==> src/rtl/up3_pkg.sv <==
// Shared UP3 types and widths used by the loader, RAM, PC and IR.
// Holds the loader state encoding (also shown on the debug/LED port).
package up3_pkg;

    localparam int UP3_ADDR_W  = 8;
    localparam int UP3_DATA_W  = 8;
    localparam int UP3_TIMEOUT = 50000;

    typedef enum logic [2:0] {
        LD_IDLE  = 3'd0,
        LD_LEN   = 3'd1,
        LD_LOAD  = 3'd2,
        LD_CHK   = 3'd3,
        LD_DONE  = 3'd4,
        LD_ERROR = 3'd5
    } loader_state_t;

endpackage

==> src/rtl/up3_timeout_ctr.sv <==
// Idle-cycle watchdog for the boot loader.
// Ports: clk, reset (async, active-low), i_clear (restart count),
//   i_enable (count while high, held at 0 otherwise),
//   o_expired (high while count sits at TIMEOUT-1 and enabled).
// TIMEOUT=0 disables expiry entirely.
module up3_timeout_ctr #(
    parameter int TIMEOUT = 50000
) (
    input  logic clk,
    input  logic reset,
    input  logic i_clear,
    input  logic i_enable,
    output logic o_expired
);

    localparam int CW = (TIMEOUT > 1) ? $clog2(TIMEOUT) : 1;
    localparam logic [CW-1:0] LIMIT =
        CW'((TIMEOUT > 0) ? TIMEOUT - 1 : 0);

    logic [CW-1:0] r_cnt;
    logic          w_hit;

    assign w_hit     = (TIMEOUT != 0) && (r_cnt == LIMIT);
    assign o_expired = i_enable && w_hit;

    always_ff @(posedge clk or negedge reset) begin
        if (!reset) begin
            r_cnt <= '0;
        end else if (i_clear || !i_enable) begin
            r_cnt <= '0;
        end else if (!w_hit) begin
            r_cnt <= r_cnt + 1'b1;
        end
    end

endmodule

==> src/rtl/up3_boot_loader.sv <==
// UP3 program loader: streams a LEN/payload/CHK frame into program RAM
// from address 0, verifies the 8-bit sum, then releases the CPU.
// Ports: clk, reset (async, active-low), start (load pulse),
//   in_data/in_valid/in_ready (byte stream), ram_addr/ram_data/ram_wren
//   (RAM write port), cpu_run (CPU release), done/error (status levels),
//   state (FSM encoding for debug/LEDs).
module up3_boot_loader
    import up3_pkg::*;
#(
    parameter int ADDR_W  = UP3_ADDR_W,
    parameter int DATA_W  = UP3_DATA_W,
    parameter int TIMEOUT = UP3_TIMEOUT
) (
    input  logic              clk,
    input  logic              reset,
    input  logic              start,
    input  logic [DATA_W-1:0] in_data,
    input  logic              in_valid,
    output logic              in_ready,
    output logic [ADDR_W-1:0] ram_addr,
    output logic [DATA_W-1:0] ram_data,
    output logic              ram_wren,
    output logic              cpu_run,
    output logic              done,
    output logic              error,
    output logic [2:0]        state
);

    // LEN byte of zero means a full 2**DATA_W payload
    localparam logic [DATA_W:0] FULL = {1'b1, {DATA_W{1'b0}}};

    loader_state_t     r_state;
    logic [DATA_W:0]   r_count;
    logic [ADDR_W-1:0] r_ptr;
    logic [DATA_W-1:0] r_chk;
    logic [ADDR_W-1:0] r_ram_addr;
    logic [DATA_W-1:0] r_ram_data;
    logic              r_ram_wren;
    logic              r_in_ready;
    logic              r_cpu_run;
    logic              r_done;
    logic              r_error;

    logic w_acc;
    logic w_active;
    logic w_exp;

    assign w_acc    = in_valid && r_in_ready;
    assign w_active = (r_state == LD_LEN) ||
                      (r_state == LD_LOAD) ||
                      (r_state == LD_CHK);

    up3_timeout_ctr #(
        .TIMEOUT (TIMEOUT)
    ) u_tmo (
        .clk       (clk),
        .reset     (reset),
        .i_clear   (w_acc),
        .i_enable  (w_active),
        .o_expired (w_exp)
    );

    always_ff @(posedge clk or negedge reset) begin
        if (!reset) begin
            r_state    <= LD_IDLE;
            r_count    <= '0;
            r_ptr      <= '0;
            r_chk      <= '0;
            r_ram_addr <= '0;
            r_ram_data <= '0;
            r_ram_wren <= 1'b0;
            r_in_ready <= 1'b0;
            r_cpu_run  <= 1'b0;
            r_done     <= 1'b0;
            r_error    <= 1'b0;
        end else begin
            r_ram_wren <= 1'b0;
            unique case (r_state)
                LD_IDLE, LD_DONE, LD_ERROR: begin
                    if (start) begin
                        r_state    <= LD_LEN;
                        r_in_ready <= 1'b1;
                        r_cpu_run  <= 1'b0;
                        r_done     <= 1'b0;
                        r_error    <= 1'b0;
                    end
                end
                LD_LEN: begin
                    if (w_acc) begin
                        r_state <= LD_LOAD;
                        r_count <= (in_data == '0) ? FULL
                                                   : {1'b0, in_data};
                        r_chk   <= in_data;
                        r_ptr   <= '0;
                    end else if (w_exp) begin
                        r_state    <= LD_ERROR;
                        r_error    <= 1'b1;
                        r_in_ready <= 1'b0;
                    end
                end
                LD_LOAD: begin
                    if (w_acc) begin
                        r_ram_wren <= 1'b1;
                        r_ram_addr <= r_ptr;
                        r_ram_data <= in_data;
                        r_ptr      <= r_ptr + 1'b1;
                        r_chk      <= r_chk + in_data;
                        r_count    <= r_count - 1'b1;
                        if (r_count == {{DATA_W{1'b0}}, 1'b1}) begin
                            r_state <= LD_CHK;
                        end
                    end else if (w_exp) begin
                        r_state    <= LD_ERROR;
                        r_error    <= 1'b1;
                        r_in_ready <= 1'b0;
                    end
                end
                LD_CHK: begin
                    if (w_acc) begin
                        r_in_ready <= 1'b0;
                        if (in_data == r_chk) begin
                            r_state   <= LD_DONE;
                            r_done    <= 1'b1;
                            r_cpu_run <= 1'b1;
                        end else begin
                            r_state <= LD_ERROR;
                            r_error <= 1'b1;
                        end
                    end else if (w_exp) begin
                        r_state    <= LD_ERROR;
                        r_error    <= 1'b1;
                        r_in_ready <= 1'b0;
                    end
                end
                default: begin
                    r_state    <= LD_IDLE;
                    r_in_ready <= 1'b0;
                end
            endcase
        end
    end

    assign in_ready = r_in_ready;
    assign ram_addr = r_ram_addr;
    assign ram_data = r_ram_data;
    assign ram_wren = r_ram_wren;
    assign cpu_run  = r_cpu_run;
    assign done     = r_done;
    assign error    = r_error;
    assign state    = r_state;

endmodule

==> config.mk <==
export PLATFORM = sky130hd
export DESIGN_NAME = up3_boot_loader
export DESIGN_NICKNAME = d
export VERILOG_FILES = /design/src/rtl/up3_pkg.sv /design/src/rtl/up3_timeout_ctr.sv /design/src/rtl/up3_boot_loader.sv
export SDC_FILE = /design/constraint.sdc
export NUM_CORES = 1
export LEC_CHECK = 0
export ABC_CLOCK_PERIOD_IN_PS = 6700
export CORE_MARGIN = 2
export CORE_UTILIZATION = 62
export CTS_CLUSTER_DIAMETER = 80
export DETAILED_ROUTE_END_ITERATION = 10
export GPL_ROUTABILITY_DRIVEN = 0
export GPL_TIMING_DRIVEN = 0
export PLACE_DENSITY = 0.95
export SYNTH_ARGS = -nofsm -noshare
export SYNTH_HDL_FRONTEND = slang
export SYNTH_HIERARCHICAL = 1
export SYNTH_SLANG_ARGS = --single-unit
==> constraint.sdc <==
create_clock -name clk -period 6.7 [get_ports clk]
set_input_delay 1.34 -clock clk [delete_from_list [all_inputs] [get_ports clk]]
set_output_delay 1.34 -clock clk [all_outputs]
set_load 0.02 [all_outputs]
==> report_table.html, run 1 <==
<table>
<tr><th>Metric</th><th>Value</th></tr>
<tr><th colspan="2">Run status</th></tr>
<tr><td>Status</td><td>finished clean</td></tr>
<tr><th colspan="2">Yosys</th></tr>
<tr><td>Post-synth design cell area</td><td>0.003603 mm^2</td></tr>
<tr><td>Share of flip-flops with an asynchronous set or reset</td><td>100.0%</td></tr>
<tr><td>Number of nets produced by synthesis</td><td>433</td></tr>
<tr><td>Sequential element share of the synthesized area</td><td>44.44%</td></tr>
<tr><td>FF+latch count, synth</td><td>64</td></tr>
<tr><td>Average cell area after synthesis</td><td>8.810 um^2</td></tr>
<tr><td>Count of warnings emitted by yosys</td><td>6</td></tr>
<tr><td>Count of flip-flops with a built-in enable after synthesis</td><td>0</td></tr>
<tr><td>Top_reg_cell synth</td><td>sky130_fd_sc_hd__dfrtp_1</td></tr>
<tr><td>Synth unique cells</td><td>62</td></tr>
<tr><td>Number of cells produced by synthesis</td><td>409</td></tr>
<tr><th colspan="2">Timing</th></tr>
<tr><td>Highest clock frequency the design can meet</td><td>309.3 MHz</td></tr>
<tr><td>Share of the clock period used by the worst path</td><td>48.25%</td></tr>
<tr><td>Shortest clock period the worst path allows after layout</td><td>3233 ps</td></tr>
<tr><td>Total Neg Setup Slack</td><td>0 ps</td></tr>
<tr><td>Actual slew at the worst max-slew pin</td><td>796.3 ps</td></tr>
<tr><td>Final Slew Violations</td><td>0</td></tr>
<tr><td>Number of failing setup endpoints in the final timing report</td><td>0</td></tr>
<tr><td>Worst Clk Skew</td><td>10.91 ps</td></tr>
<tr><td>Final number of hold-violating endpoints</td><td>0</td></tr>
<tr><td>Slew Limit Headroom</td><td>46.91%</td></tr>
<tr><td>Setup repair after global routing missed its margin</td><td>false</td></tr>
<tr><th colspan="2">Worst setup path</th></tr>
<tr><td>Crit. End Element</td><td>flop</td></tr>
<tr><td>Required time worst endpoint</td><td>6930 ps</td></tr>
<tr><td>Class of the most critical setup path</td><td>in2reg</td></tr>
<tr><td>Register-to-register setup slack</td><td>4240 ps</td></tr>
<tr><td>Data arrival, critical path</td><td>3460 ps</td></tr>
<tr><td>CP startpoint kind</td><td>input port</td></tr>
<tr><td>Max FO, Critical Path</td><td>6</td></tr>
<tr><th colspan="2">Clock network</th></tr>
<tr><td>Deepest clock path buffer count</td><td>2</td></tr>
<tr><td>Number of H-tree levels</td><td>3</td></tr>
<tr><td>Count of clock tree sinks</td><td>64</td></tr>
<tr><td>Number of CTS-inserted buffers</td><td>9</td></tr>
<tr><td>Clock Pin Slew Worst Setup and Hold Paths</td><td>70 ps</td></tr>
<tr><td>Cell at the root of the clock tree</td><td>sky130_fd_sc_hd__clkbuf_8</td></tr>
<tr><td>Clock latency reported for the late side of the worst-skew pair</td><td>350 ps</td></tr>
<tr><td>CTS tree</td><td>done</td></tr>
<tr><td>Post-cts sizing count</td><td>0</td></tr>
<tr><td>Post-CTS setup buffer count</td><td>0</td></tr>
<tr><td>CTS Hold Bufs</td><td>0</td></tr>
<tr><th colspan="2">Finish</th></tr>
<tr><td>Number of filler instances in the final layout</td><td>398</td></tr>
<tr><td>Area delta synth-&gt;final</td><td>17.53%</td></tr>
<tr><td>Non-filler cells, final</td><td>531</td></tr>
<tr><td>Number of nets in the layout</td><td>478</td></tr>
<tr><td>Final non-filler cell area</td><td>0.004235 mm^2</td></tr>
<tr><td>Diode count</td><td>0</td></tr>
<tr><td>Fraction of final layout cells with drive strength greater than 1</td><td>10.24%</td></tr>
<tr><th colspan="2">Die</th></tr>
<tr><td>Die Height</td><td>80.24 um</td></tr>
<tr><td>Initial cell density of the core</td><td>64.65%</td></tr>
<tr><td>Die area</td><td>0.006438 mm^2</td></tr>
<tr><td>Core area</td><td>0.005574 mm^2</td></tr>
<tr><td>I/O pin cnt</td><td>36</td></tr>
<tr><td>Placement Rows</td><td>27</td></tr>
<tr><td>Width of the die</td><td>80.24 um</td></tr>
<tr><th colspan="2">GRT</th></tr>
<tr><td>First-pass GRT wire length</td><td>14.73 mm</td></tr>
<tr><td>Total overflow reported by the global router</td><td>0</td></tr>
<tr><td>Pin count of the biggest net entering global routing</td><td>65</td></tr>
<tr><td>Global-route usage over all layers</td><td>29.94%</td></tr>
<tr><td>Antenna violations before repair</td><td>0</td></tr>
<tr><td>Number of global-route vias before repair</td><td>3151</td></tr>
<tr><th colspan="2">Pwr</th></tr>
<tr><td>Max VDD drop</td><td>0.2711 mV</td></tr>
<tr><td>Power per cell area</td><td>364.8 mW/mm^2</td></tr>
<tr><td>Leakage dissipation</td><td>1.911 nW</td></tr>
<tr><th colspan="2">Placed design</th></tr>
<tr><td>Post-DP HPWL</td><td>5.998 mm</td></tr>
<tr><td>Dpl cells</td><td>515</td></tr>
<tr><td>Port buffer count</td><td>34</td></tr>
<tr><td>Area after detailed placement</td><td>0.004031 mm^2</td></tr>
<tr><th colspan="2">Drt</th></tr>
<tr><td>Average vias per placed instance</td><td>6.222</td></tr>
<tr><td>Vias</td><td>3304</td></tr>
<tr><td>Number of remaining DRC errors</td><td>0</td></tr>
<tr><td>Post-DR wirelength/cell</td><td>16.34 um</td></tr>
<tr><td>DRT Wirelength</td><td>8.677 mm</td></tr>
<tr><td>Detailed router's first-iteration violation count</td><td>382</td></tr>
<tr><td>Post-route ant nets</td><td>0</td></tr>
<tr><td>First-pass DRT Iterations</td><td>6</td></tr>
<tr><th colspan="2">Worst hold path</th></tr>
<tr><td>Classification of the worst-slack hold path</td><td>reg2reg</td></tr>
<tr><th colspan="2">Job</th></tr>
<tr><td>Number of max-cap violations</td><td>0</td></tr>
</table>
[path summary, 6_finish.rpt]
| kind | start | end | depth (start not counted) |
|---|---|---|---|
| min reg2reg | ram_data[0] | ram_data[0] | 2 |
| max in group asynchronous | reset | r_count[8] | 1 |
| max reg2reg | u_tmo/r_cnt[7] | state[2] | 7 |
| max | in_data[0] | r_chk[6] | 9 |
| min | ram_data[0] | ram_data[0] | 2 |
| min in group asynchronous | reset | ram_data[0] | 1 |
[metal layers]
metal / routed length, um / part of all wire, % / track usage (%) / up-vias
met5: 0 / 0 / 0 / -
met2: 4218 / 49 / 47.42 / 148
met3: 666 / 7.7 / 7.079 / 14
met1: 3668 / 42 / 41.12 / 1601
met4: 124 / 1.4 / 8.983 / 0
li1: - / - / - / 1541
[final cells by class]
cell class / count / area [um^2] / area share [%]
Inverter: 14 / 52.55 / 1.241
Clock inverter: 1 / 7.507 / 0.1773
Sequential cell: 64 / 1602 / 37.81
Timing Repair Buffer: 34 / 337.8 / 7.976
Buffer: 20 / 113.9 / 2.688
Multi-Input combinational cell: 311 / 1836 / 43.34
Tap cell: 72 / 90.09 / 2.127
Clock buffer: 15 / 196.4 / 4.638
[sequential cells by signal, summed over array words and instances (netlist names)]
signal	cells
done	1
error	1
in_ready	1
r_chk	8
r_count	9
r_ptr	8
ram_addr	8
ram_data	8
ram_wren	1
state	3
u_tmo/r_cnt	16
[where the power goes]
part	switching, mW	internal, mW
Combinational	0.393	0.264
Clock	0.144	0.185
Sequential	0.0808	0.479
[cells by family (layout without fill, tap and decap cells)]
| logic type | Yosys count | after routing | synth area share [%] |
|---|---|---|---|
| and+or+nand+nor | 176 | 176 | 24.31 |
| muxes | 4 | 4 | 1.111 |
| AOI/OAI and AO/OA | 109 | 109 | 18.72 |
| buffers and inverters | 34 | 84 | 4.618 |
| adders and majority gates | 12 | 12 | 4.375 |
| DFF | 64 | 64 | 44.44 |
| xor gates and xnor gates | 10 | 10 | 2.430 |
[cells in the mapped netlist (3+ instances only)]
cell                        n  share of area (%)
sky130_fd_sc_hd__a21oi_1   24                3.3
sky130_fd_sc_hd__a31oi_1    5               0.87
sky130_fd_sc_hd__a32oi_1    4               0.97
sky130_fd_sc_hd__a41oi_1    3               0.73
sky130_fd_sc_hd__and2_1     5               0.87
sky130_fd_sc_hd__and3_1     7                1.2
sky130_fd_sc_hd__buf_2     10                1.4
sky130_fd_sc_hd__buf_6      3               0.94
sky130_fd_sc_hd__clkbuf_1   6               0.62
sky130_fd_sc_hd__dfrtp_1   64                 44
sky130_fd_sc_hd__ha_1      11                3.8
sky130_fd_sc_hd__inv_1     13                1.4
sky130_fd_sc_hd__mux2i_1    4                1.1
sky130_fd_sc_hd__nand2_1   86                9.0
sky130_fd_sc_hd__nand3_1    4               0.56
sky130_fd_sc_hd__nand4_1    5               0.87
sky130_fd_sc_hd__nor2_1    25                2.6
sky130_fd_sc_hd__nor2b_1    4               0.69
sky130_fd_sc_hd__nor3_1    11                1.5
sky130_fd_sc_hd__nor4_1     6                1.0
sky130_fd_sc_hd__o211ai_1   4               0.83
sky130_fd_sc_hd__o21a_1     3               0.62
sky130_fd_sc_hd__o21ai_0   23                3.2
sky130_fd_sc_hd__o21ai_1   21                2.9
sky130_fd_sc_hd__o31ai_1    3               0.62
sky130_fd_sc_hd__xnor2_1    6                1.5
sky130_fd_sc_hd__xor2_1     4               0.97
[metrics by stage]
stage	hold slack, ps	util (%)	total power, mW	setup WS, ps
floorplan	443.7	-	1.000	4033
global route	500.1	75.98	1.650	3343
detailed placement	461.2	72.32	1.204	3177
global placement	457.8	72.37	1.167	2243
CTS	477.7	75.98	1.539	3497
finish	474.2	75.98	1.545	3467
[placed cells by master, fill, tap and decap left out, types with 5 or more instances in the layout]
master,count
sky130_fd_sc_hd__clkdlybuf4s50_1,33
sky130_fd_sc_hd__nand4_1,5
sky130_fd_sc_hd__and2_1,5
sky130_fd_sc_hd__o21ai_1,21
sky130_fd_sc_hd__buf_2,10
sky130_fd_sc_hd__clkbuf_1,7
sky130_fd_sc_hd__dfrtp_1,64
sky130_fd_sc_hd__nor4_1,6
sky130_fd_sc_hd__a31oi_1,5
sky130_fd_sc_hd__xnor2_1,6
sky130_fd_sc_hd__and3_1,7
sky130_fd_sc_hd__o21ai_0,23
sky130_fd_sc_hd__a21oi_1,24
sky130_fd_sc_hd__clkbuf_8,14
sky130_fd_sc_hd__nand2_1,86
sky130_fd_sc_hd__inv_1,13
sky130_fd_sc_hd__nor3_1,11
sky130_fd_sc_hd__nor2_1,25
sky130_fd_sc_hd__ha_1,11
[worst max-delay path, cell delays in order]
cell and delay, ps:
sky130_fd_sc_hd__clkdlybuf4s50_1 640, sky130_fd_sc_hd__ha_1 270, sky130_fd_sc_hd__inv_1 70, sky130_fd_sc_hd__fa_1 370, sky130_fd_sc_hd__nor2b_1 210, sky130_fd_sc_hd__o31a_1 210, sky130_fd_sc_hd__o22ai_1 130, sky130_fd_sc_hd__mux2i_1 160
sky130_fd_sc_hd__nand2_1 70
(Power assumes the default switching activity.)
==> run 2: changes to the inputs <==
Settings changed: ABC_CLOCK_PERIOD_IN_PS 6700 to 3300, CORE_UTILIZATION 62 to 57, PLACE_DENSITY 0.95 to 0.91.
Clock period 6.7 ns to 3.3 ns, I/O delays scaled along.
==> run 2 against run 1 <==
Net effect: first-iteration DRC count shrank 30%; via count shrank 2.1%; cell count grew 0.56%; clock-buffer cell count shrank 3.
==> report_table.html, run 2 (synthesized netlist as in run 1, its figures left out) <==
<table>
<tr><th>Metric</th><th>Value</th></tr>
<tr><th colspan="2">Die</th></tr>
<tr><td>I/O pin cnt</td><td>36 (unchanged)</td></tr>
<tr><td>Initial cell density of the core</td><td>59.80% (was 64.65%)</td></tr>
<tr><td>Core area</td><td>0.006026 mm^2 (was 0.005574 mm^2)</td></tr>
<tr><td>Die Height</td><td>83.51 um (was 80.24 um)</td></tr>
<tr><td>Width of the die</td><td>83.51 um (was 80.24 um)</td></tr>
<tr><td>Placement Rows</td><td>28 (was 27)</td></tr>
<tr><td>Die area</td><td>0.006974 mm^2 (was 0.006438 mm^2)</td></tr>
<tr><th colspan="2">Timing</th></tr>
<tr><td>Actual slew at the worst max-slew pin</td><td>810.2 ps (was 796.3 ps)</td></tr>
<tr><td>Setup repair after global routing missed its margin</td><td>false (unchanged)</td></tr>
<tr><td>Final worst-path setup slack</td><td>866.0 ps (was 3467 ps)</td></tr>
<tr><td>Final number of hold-violating endpoints</td><td>0 (unchanged)</td></tr>
<tr><td>Worst Clk Skew</td><td>13.95 ps (was 10.91 ps)</td></tr>
<tr><td>Share of the clock period used by the worst path</td><td>73.76%</td></tr>
<tr><td>Final Slew Violations</td><td>0 (unchanged)</td></tr>
<tr><td>Number of failing setup endpoints in the final timing report</td><td>0 (unchanged)</td></tr>
<tr><td>Slew Limit Headroom</td><td>45.99% (was 46.91%)</td></tr>
<tr><td>Shortest clock period the worst path allows after layout</td><td>2434 ps</td></tr>
<tr><td>Highest clock frequency the design can meet</td><td>410.8 MHz</td></tr>
<tr><td>Worst slack on hold paths</td><td>369.0 ps (was 474.2 ps)</td></tr>
<tr><th colspan="2">Finish</th></tr>
<tr><td>Commonest non-fill, non-tap cells in the layout</td><td>86 x sky130_fd_sc_hd__nand2_1, 64 x sky130_fd_sc_hd__dfrtp_1, 33 x sky130_fd_sc_hd__clkdlybuf4s50_1 (unchanged)</td></tr>
<tr><td>Largest regs</td><td>u_tmo/r_cnt: 16 flops, r_count: 9 flops (unchanged)</td></tr>
<tr><td>Area delta synth-&gt;final</td><td>17.08% (was 17.53%)</td></tr>
<tr><td>Final non-filler cell area</td><td>0.004219 mm^2 (was 0.004235 mm^2)</td></tr>
<tr><td>Flip-flop count of the largest register, all copies and words added</td><td>16 (unchanged)</td></tr>
<tr><td>Fraction of final layout cells with drive strength greater than 1</td><td>10.24% (unchanged)</td></tr>
<tr><td>Most frequent standard cell in the layout excluding fill and tap cells</td><td>sky130_fd_sc_hd__nand2_1 (unchanged)</td></tr>
<tr><td>Biggest register</td><td>u_tmo/r_cnt (unchanged)</td></tr>
<tr><td>Number of filler instances in the final layout</td><td>464 (was 398)</td></tr>
<tr><td>Diode count</td><td>0 (unchanged)</td></tr>
<tr><td>Number of nets in the layout</td><td>478 (unchanged)</td></tr>
<tr><td>Final core area utilization</td><td>70.02% (was 75.98%)</td></tr>
<tr><th colspan="2">Worst setup path</th></tr>
<tr><td>Register-to-register setup slack</td><td>890 ps (was 4240 ps)</td></tr>
<tr><td>Logic depth of the worst register-to-register path</td><td>7 (unchanged)</td></tr>
<tr><td>Max FO, Critical Path</td><td>6 (unchanged)</td></tr>
<tr><td>CP startpoint kind</td><td>input port (unchanged)</td></tr>
<tr><td>Required time worst endpoint</td><td>3530 ps (was 6930 ps)</td></tr>
<tr><td>Crit. End Element</td><td>flop (unchanged)</td></tr>
<tr><td>Class of the most critical setup path</td><td>in2reg (unchanged)</td></tr>
<tr><td>Worst flop-to-flop path endpoint</td><td>in_ready (was state[2])</td></tr>
<tr><td>Beginning of the worst register-to-register path</td><td>u_tmo/r_cnt[7] (unchanged)</td></tr>
<tr><td>Data arrival, critical path</td><td>2670 ps (was 3460 ps)</td></tr>
<tr><th colspan="2">Clock network</th></tr>
<tr><td>Cell at the root of the clock tree</td><td>sky130_fd_sc_hd__clkbuf_8 (unchanged)</td></tr>
<tr><td>Number of H-tree levels</td><td>3 (unchanged)</td></tr>
<tr><td>Post-cts sizing count</td><td>0 (unchanged)</td></tr>
<tr><td>Deepest clock path buffer count</td><td>2 (unchanged)</td></tr>
<tr><td>CTS Hold Bufs</td><td>0 (unchanged)</td></tr>
<tr><td>Count of clock tree sinks</td><td>64 (unchanged)</td></tr>
<tr><td>Clock latency reported for the late side of the worst-skew pair</td><td>350 ps (about the same)</td></tr>
<tr><td>CTS tree</td><td>done (unchanged)</td></tr>
<tr><td>Number of CTS-inserted buffers</td><td>9 (unchanged)</td></tr>
<tr><td>Post-CTS setup buffer count</td><td>0 (unchanged)</td></tr>
<tr><td>Clock Pin Slew Worst Setup and Hold Paths</td><td>80 ps (was 70 ps)</td></tr>
<tr><th colspan="2">GRT</th></tr>
<tr><td>Met3 usage</td><td>5.737% (was 7.079%)</td></tr>
<tr><td>Global-route usage over all layers</td><td>25.49% (was 29.94%)</td></tr>
<tr><td>Total overflow reported by the global router</td><td>0 (unchanged)</td></tr>
<tr><td>First-pass GRT wire length</td><td>14.43 mm (was 14.73 mm)</td></tr>
<tr><td>Met1 usage in global routing</td><td>33.98% (was 41.12%)</td></tr>
<tr><td>Number of global-route vias before repair</td><td>3100 (was 3151)</td></tr>
<tr><td>Antenna violations before repair</td><td>0 (unchanged)</td></tr>
<tr><td>Fraction of met2 tracks used by global routing</td><td>40.54% (was 47.42%)</td></tr>
<tr><td>Pin count of the biggest net entering global routing</td><td>65 (unchanged)</td></tr>
<tr><td>Busiest layer in global routing</td><td>met2 (unchanged)</td></tr>
<tr><th colspan="2">Drt</th></tr>
<tr><td>Post-DR wirelength/cell</td><td>15.77 um (was 16.34 um)</td></tr>
<tr><td>Detailed router's first-iteration violation count</td><td>267 (was 382)</td></tr>
<tr><td>Vias</td><td>3236 (was 3304)</td></tr>
<tr><td>Number of remaining DRC errors</td><td>0 (unchanged)</td></tr>
<tr><td>First-pass DRT Iterations</td><td>6 (unchanged)</td></tr>
<tr><td>Average vias per placed instance</td><td>6.060 (was 6.222)</td></tr>
<tr><td>DRT Wirelength</td><td>8.419 mm (was 8.677 mm)</td></tr>
<tr><td>Post-route ant nets</td><td>0 (unchanged)</td></tr>
<tr><th colspan="2">Pwr</th></tr>
<tr><td>Max VDD drop</td><td>0.5747 mV (was 0.2711 mV)</td></tr>
<tr><td>Total power consumption of the routed design</td><td>3.079 mW (was 1.545 mW)</td></tr>
<tr><td>Leakage dissipation</td><td>1.898 nW (was 1.911 nW)</td></tr>
<tr><td>Power per cell area</td><td>729.7 mW/mm^2 (was 364.8 mW/mm^2)</td></tr>
<tr><th colspan="2">Placed design</th></tr>
<tr><td>Dpl ws</td><td>515.4 ps (was 3177 ps)</td></tr>
<tr><td>Post-DP HPWL</td><td>5.861 mm (was 5.998 mm)</td></tr>
<tr><td>Area after detailed placement</td><td>0.004035 mm^2 (was 0.004031 mm^2)</td></tr>
<tr><td>Port buffer count</td><td>34 (unchanged)</td></tr>
<tr><th colspan="2">Worst hold path</th></tr>
<tr><td>Classification of the worst-slack hold path</td><td>in2async (was reg2reg)</td></tr>
<tr><th colspan="2">Run status</th></tr>
<tr><td>Status</td><td>finished clean (unchanged)</td></tr>
<tr><th colspan="2">Job</th></tr>
<tr><td>Number of max-cap violations</td><td>0 (unchanged)</td></tr>
</table>
==> run 2: cell count changes in the layout (fill, tap and decap cells not counted) <==
cell	change
sky130_fd_sc_hd__clkinvlp_4	+1
sky130_fd_sc_hd__clkinv_4	+1
sky130_fd_sc_hd__clkbuf_8	-3
sky130_fd_sc_hd__clkinv_2	+1
==> run 2: worst max-delay path, stage by stage <==
cell and delay [ps]:
sky130_fd_sc_hd__clkdlybuf4s50_1 590, sky130_fd_sc_hd__ha_1 260, sky130_fd_sc_hd__inv_1 70, sky130_fd_sc_hd__fa_1 380
sky130_fd_sc_hd__nor2b_1 190, sky130_fd_sc_hd__o31a_1 190, sky130_fd_sc_hd__o22ai_1 110, sky130_fd_sc_hd__mux2i_1 160
sky130_fd_sc_hd__nand2_1 60
==> run 2: cell type report <==
class	count	area, um^2	share of cell area [%]
clock buffer	12	155.1	3.677
tap	75	93.84	2.224
multi-input combinational	311	1836	43.51
sequential	64	1602	37.96
buffer	20	113.9	2.699
timing repair buffer	34	337.8	8.007
inverter	14	52.55	1.246
clock inverter	4	28.78	0.6821
==> run 2: worst max-delay path by stage <==
stage | startpoint | endpoint
global placement | reset | u_tmo/r_cnt[15]
global route | in_data[0] | r_chk[6]
CTS | in_data[0] | r_chk[6]
detailed placement | in_data[0] | r_chk[6]
finish | in_data[0] | r_chk[6]
floorplan | u_tmo/r_cnt[7] | in_ready
==> run 2: stage by stage <==
| step | setup TNS, ps | instances |
|---|---|---|
| floorplan | 0 | 409 |
| global placement | -30500 | 518 |
| detailed placement | 0 | 518 |
| CTS | 0 | 534 |
| global route | 0 | 534 |
| finish | 0 | 534 |
==> run 2: routing by layer <==
metal	up-vias	wire length [um]	share of wire, %
met5	-	0	0
met4	0	162	1.9
met3	18	527	6.3
met2	131	4093	49
met1	1544	3635	43
li1	1543	-	-
==> run 2: power by group <==
group          switching [mW]  internal [mW]  total, mW
Combinational           0.773          0.536       1.31
Clock                   0.315          0.314      0.628
Sequential              0.170          0.971       1.14
==> run 3: changes to the inputs <==
Settings changed: ABC_CLOCK_PERIOD_IN_PS 3300 to 2380.
Clock period 3.3 ns to 2.38 ns, I/O delays scaled along.
==> run 3 against run 2 <==
Net effect: global-route usage is 0.11 points higher; routed wire length is 0.11% higher; via count shrank 1.2%; design area rose by 0.24%; clock-buffer cell count unchanged; critical path depth shrank 2; sequential cell count unchanged; total power grew 39%; clock skew is 0.59 ps lower; worst hold slack worse by 160 ps; first-iteration DRC count down 0.37%; highest routed layer unchanged.
==> report_table.html, run 3 (synthesized netlist as in run 1, its figures left out) <==
<table>
<tr><th>Metric</th><th>Value</th></tr>
<tr><th colspan="2">Placed design</th></tr>
<tr><td>Post-DP HPWL</td><td>5.861 mm (unchanged)</td></tr>
<tr><td>Area after detailed placement</td><td>0.004035 mm^2 (unchanged)</td></tr>
<tr><td>Dpl cells</td><td>518 (unchanged)</td></tr>
<tr><td>Port buffer count</td><td>34 (unchanged)</td></tr>
<tr><td>Dpl ws</td><td>-220.6 ps (was 515.4 ps)</td></tr>
<tr><th colspan="2">Clock network</th></tr>
<tr><td>Clock latency reported for the late side of the worst-skew pair</td><td>350 ps (about the same)</td></tr>
<tr><td>Count of clock tree sinks</td><td>64 (unchanged)</td></tr>
<tr><td>Clock Pin Slew Worst Setup and Hold Paths</td><td>80 ps (about the same)</td></tr>
<tr><td>CTS tree</td><td>done (unchanged)</td></tr>
<tr><td>Number of CTS-inserted buffers</td><td>9 (unchanged)</td></tr>
<tr><td>CTS Hold Bufs</td><td>0 (unchanged)</td></tr>
<tr><td>Cell at the root of the clock tree</td><td>sky130_fd_sc_hd__clkbuf_8 (unchanged)</td></tr>
<tr><td>Number of H-tree levels</td><td>3 (unchanged)</td></tr>
<tr><td>Deepest clock path buffer count</td><td>2 (unchanged)</td></tr>
<tr><th colspan="2">Drt</th></tr>
<tr><td>DRT Wirelength</td><td>8.428 mm (was 8.419 mm)</td></tr>
<tr><td>First-pass DRT Iterations</td><td>7 (was 6)</td></tr>
<tr><td>Vias</td><td>3197 (was 3236)</td></tr>
<tr><td>Post-DR wirelength/cell</td><td>15.75 um (was 15.77 um)</td></tr>
<tr><td>Detailed router's first-iteration violation count</td><td>266 (was 267)</td></tr>
<tr><td>Post-route ant nets</td><td>0 (unchanged)</td></tr>
<tr><td>Number of remaining DRC errors</td><td>0 (unchanged)</td></tr>
<tr><td>Average vias per placed instance</td><td>5.976 (was 6.060)</td></tr>
<tr><th colspan="2">GRT</th></tr>
<tr><td>Pin count of the biggest net entering global routing</td><td>65 (unchanged)</td></tr>
<tr><td>Number of global-route vias before repair</td><td>3105 (was 3100)</td></tr>
<tr><td>Total overflow reported by the global router</td><td>0 (unchanged)</td></tr>
<tr><td>First-pass GRT wire length</td><td>14.48 mm (was 14.43 mm)</td></tr>
<tr><td>Antenna violations before repair</td><td>0 (unchanged)</td></tr>
<tr><td>Global-route usage over all layers</td><td>25.60% (was 25.49%)</td></tr>
<tr><th colspan="2">Timing</th></tr>
<tr><td>Worst Clk Skew</td><td>13.36 ps (was 13.95 ps)</td></tr>
<tr><td>Final Slew Violations</td><td>0 (unchanged)</td></tr>
<tr><td>Shortest clock period the worst path allows after layout</td><td>2244 ps</td></tr>
<tr><td>Total Neg Setup Slack</td><td>0 ps (unchanged)</td></tr>
<tr><td>Worst slack on hold paths</td><td>210.3 ps (was 369.0 ps)</td></tr>
<tr><td>Highest clock frequency the design can meet</td><td>445.6 MHz</td></tr>
<tr><td>Share of the clock period used by the worst path</td><td>94.28%</td></tr>
<tr><td>Slew Limit Headroom</td><td>46.34% (was 45.99%)</td></tr>
<tr><td>Final number of hold-violating endpoints</td><td>0 (unchanged)</td></tr>
<tr><td>Final worst-path setup slack</td><td>136.0 ps (was 866.0 ps)</td></tr>
<tr><td>Number of failing setup endpoints in the final timing report</td><td>0 (unchanged)</td></tr>
<tr><td>Setup repair after global routing missed its margin</td><td>false (unchanged)</td></tr>
<tr><td>Actual slew at the worst max-slew pin</td><td>804.9 ps (was 810.2 ps)</td></tr>
<tr><th colspan="2">Worst setup path</th></tr>
<tr><td>Max FO, Critical Path</td><td>5 (was 6)</td></tr>
<tr><td>Crit. End Element</td><td>flop (unchanged)</td></tr>
<tr><td>Beginning of the worst register-to-register path</td><td>u_tmo/r_cnt[13] (was u_tmo/r_cnt[7])</td></tr>
<tr><td>Crit path launch</td><td>in_data[6] (was in_data[0])</td></tr>
<tr><td>CP startpoint kind</td><td>input port (unchanged)</td></tr>
<tr><td>Data arrival, critical path</td><td>2440 ps (was 2670 ps)</td></tr>
<tr><td>Class of the most critical setup path</td><td>in2reg (unchanged)</td></tr>
<tr><td>Required time worst endpoint</td><td>2580 ps (was 3530 ps)</td></tr>
<tr><th colspan="2">Pwr</th></tr>
<tr><td>Power per cell area</td><td>1009 mW/mm^2 (was 729.7 mW/mm^2)</td></tr>
<tr><td>Max VDD drop</td><td>0.8013 mV (was 0.5747 mV)</td></tr>
<tr><td>Gate power share</td><td>42.5% (about the same)</td></tr>
<tr><td>Internal Dissipation</td><td>2.525 mW (was 1.821 mW)</td></tr>
<tr><td>Switching part of the total power</td><td>40.85% (was 40.84%)</td></tr>
<tr><td>Sequential power share</td><td>37.1% (about the same)</td></tr>
<tr><td>Reported net switching power</td><td>1.744 mW (was 1.257 mW)</td></tr>
<tr><td>Leakage dissipation</td><td>1.912 nW (was 1.898 nW)</td></tr>
<tr><td>Fraction of power consumed by the clock network</td><td>20.4% (about the same)</td></tr>
<tr><th colspan="2">Finish</th></tr>
<tr><td>Final non-filler cell area</td><td>0.004229 mm^2 (was 0.004219 mm^2)</td></tr>
<tr><td>Flip-flop count of the largest register, all copies and words added</td><td>16 (unchanged)</td></tr>
<tr><td>Largest regs</td><td>u_tmo/r_cnt: 16 flops, r_count: 9 flops (unchanged)</td></tr>
<tr><td>Area delta synth-&gt;final</td><td>17.36% (was 17.08%)</td></tr>
<tr><td>Diode count</td><td>0 (unchanged)</td></tr>
<tr><td>Commonest non-fill, non-tap cells in the layout</td><td>86 x sky130_fd_sc_hd__nand2_1, 64 x sky130_fd_sc_hd__dfrtp_1, 32 x sky130_fd_sc_hd__clkdlybuf4s50_1 (was 86 x sky130_fd_sc_hd__nand2_1, 64 x sky130_fd_sc_hd__dfrtp_1, 33 x sky130_fd_sc_hd__clkdlybuf4s50_1)</td></tr>
<tr><td>Most frequent standard cell in the layout excluding fill and tap cells</td><td>sky130_fd_sc_hd__nand2_1 (unchanged)</td></tr>
<tr><td>Biggest register</td><td>u_tmo/r_cnt (unchanged)</td></tr>
<tr><td>Number of nets in the layout</td><td>479 (was 478)</td></tr>
<tr><td>Non-filler cells, final</td><td>535 (was 534)</td></tr>
<tr><td>Fraction of final layout cells with drive strength greater than 1</td><td>10.43% (was 10.24%)</td></tr>
<tr><th colspan="2">Die</th></tr>
<tr><td>Width of the die</td><td>83.51 um (unchanged)</td></tr>
<tr><td>Die area</td><td>0.006974 mm^2 (unchanged)</td></tr>
<tr><td>Core area</td><td>0.006026 mm^2 (unchanged)</td></tr>
<tr><td>Initial cell density of the core</td><td>59.80% (unchanged)</td></tr>
<tr><td>I/O pin cnt</td><td>36 (unchanged)</td></tr>
<tr><td>Die Height</td><td>83.51 um (unchanged)</td></tr>
<tr><td>Placement Rows</td><td>28 (unchanged)</td></tr>
<tr><th colspan="2">Run status</th></tr>
<tr><td>Status</td><td>finished clean (unchanged)</td></tr>
<tr><th colspan="2">Worst hold path</th></tr>
<tr><td>Classification of the worst-slack hold path</td><td>in2async (unchanged)</td></tr>
<tr><th colspan="2">Job</th></tr>
<tr><td>Number of max-cap violations</td><td>0 (unchanged)</td></tr>
</table>
-- run 3: changes by cell type in the layout (fill, tap and decap cells not counted), sizes merged --
cell,before,now
dlymetal6s2s,0,1
clkdlybuf4s50,33,32
buf,15,16
-- run 3: power by group through the flow --
stage | clock (mW) | combinational [mW] | sequential, mW
2_1_floorplan | 0 | 1.16 | 1.66
3_3_place_gp | 0 | 1.71 | 1.57
3_5_place_dp | 0 | 1.79 | 1.60
4_1_cts | 0.883 | 1.80 | 1.58
5_1_grt | 0.937 | 2.03 | 1.61
6_report | 0.873 | 1.81 | 1.58
-- run 3: per-stage QoR --
| stage | total power, mW | utilization [%] |
|---|---|---|
| global route | 4.584 | 70.18 |
| CTS | 4.264 | 70.14 |
| finish | 4.269 | 70.18 |
| detailed placement | 3.392 | 66.96 |
| floorplan | 2.816 | - |
| global placement | 3.286 | 67.01 |
-- run 3: critical path: stages --
cell,delay [ps]
sky130_fd_sc_hd__clkdlybuf4s50_1,540
sky130_fd_sc_hd__ha_1,410
sky130_fd_sc_hd__nor4_1,340
sky130_fd_sc_hd__and3_1,270
sky130_fd_sc_hd__nand2_1,70
sky130_fd_sc_hd__a21boi_0,230
sky130_fd_sc_hd__o32ai_1,100
-- run 3: metal layers --
layer / vias up / track usage, % / wire [um]
li1: 1543 / - / -
met1: 1523 / 34.05 / 3765
met2: 113 / 40.84 / 4039
met3: 18 / 5.737 / 475
met4: 0 / 10.41 / 146
met5: - / 0 / 0
-- run 3: cell type report --
type	instances	area (um^2)
plain buffers	20	113.9
clock buffers	12	155.1
clock inverters	4	28.78
fillers	464	1797
inverters	14	52.55
multi-input cells	311	1836
flip-flops and latches	64	1602
well taps	75	93.84
repair buffers	35	347.8
-- run 3: path summary, 6_finish.rpt --
kind | end | slack [ps] | cells past startpoint
setup / recovery | error | 140 | 7
hold / removal | r_chk[1] | 210 | 1
setup reg to reg | in_ready | 170 | 7
hold reg to reg | ram_addr[4] | 470 | 2
max in group asynchronous | u_tmo/r_cnt[8] | 1630 | 1
min in group clk | ram_data[7] | 470 | 3
-- run 3: what timing repair did --
item                       CTS  global route
hold endpoints to repair     0             0
buffers inserted             1             0
gates resized for setup      0             1
pin swaps                    1             0
setup endpoints to repair    1             1
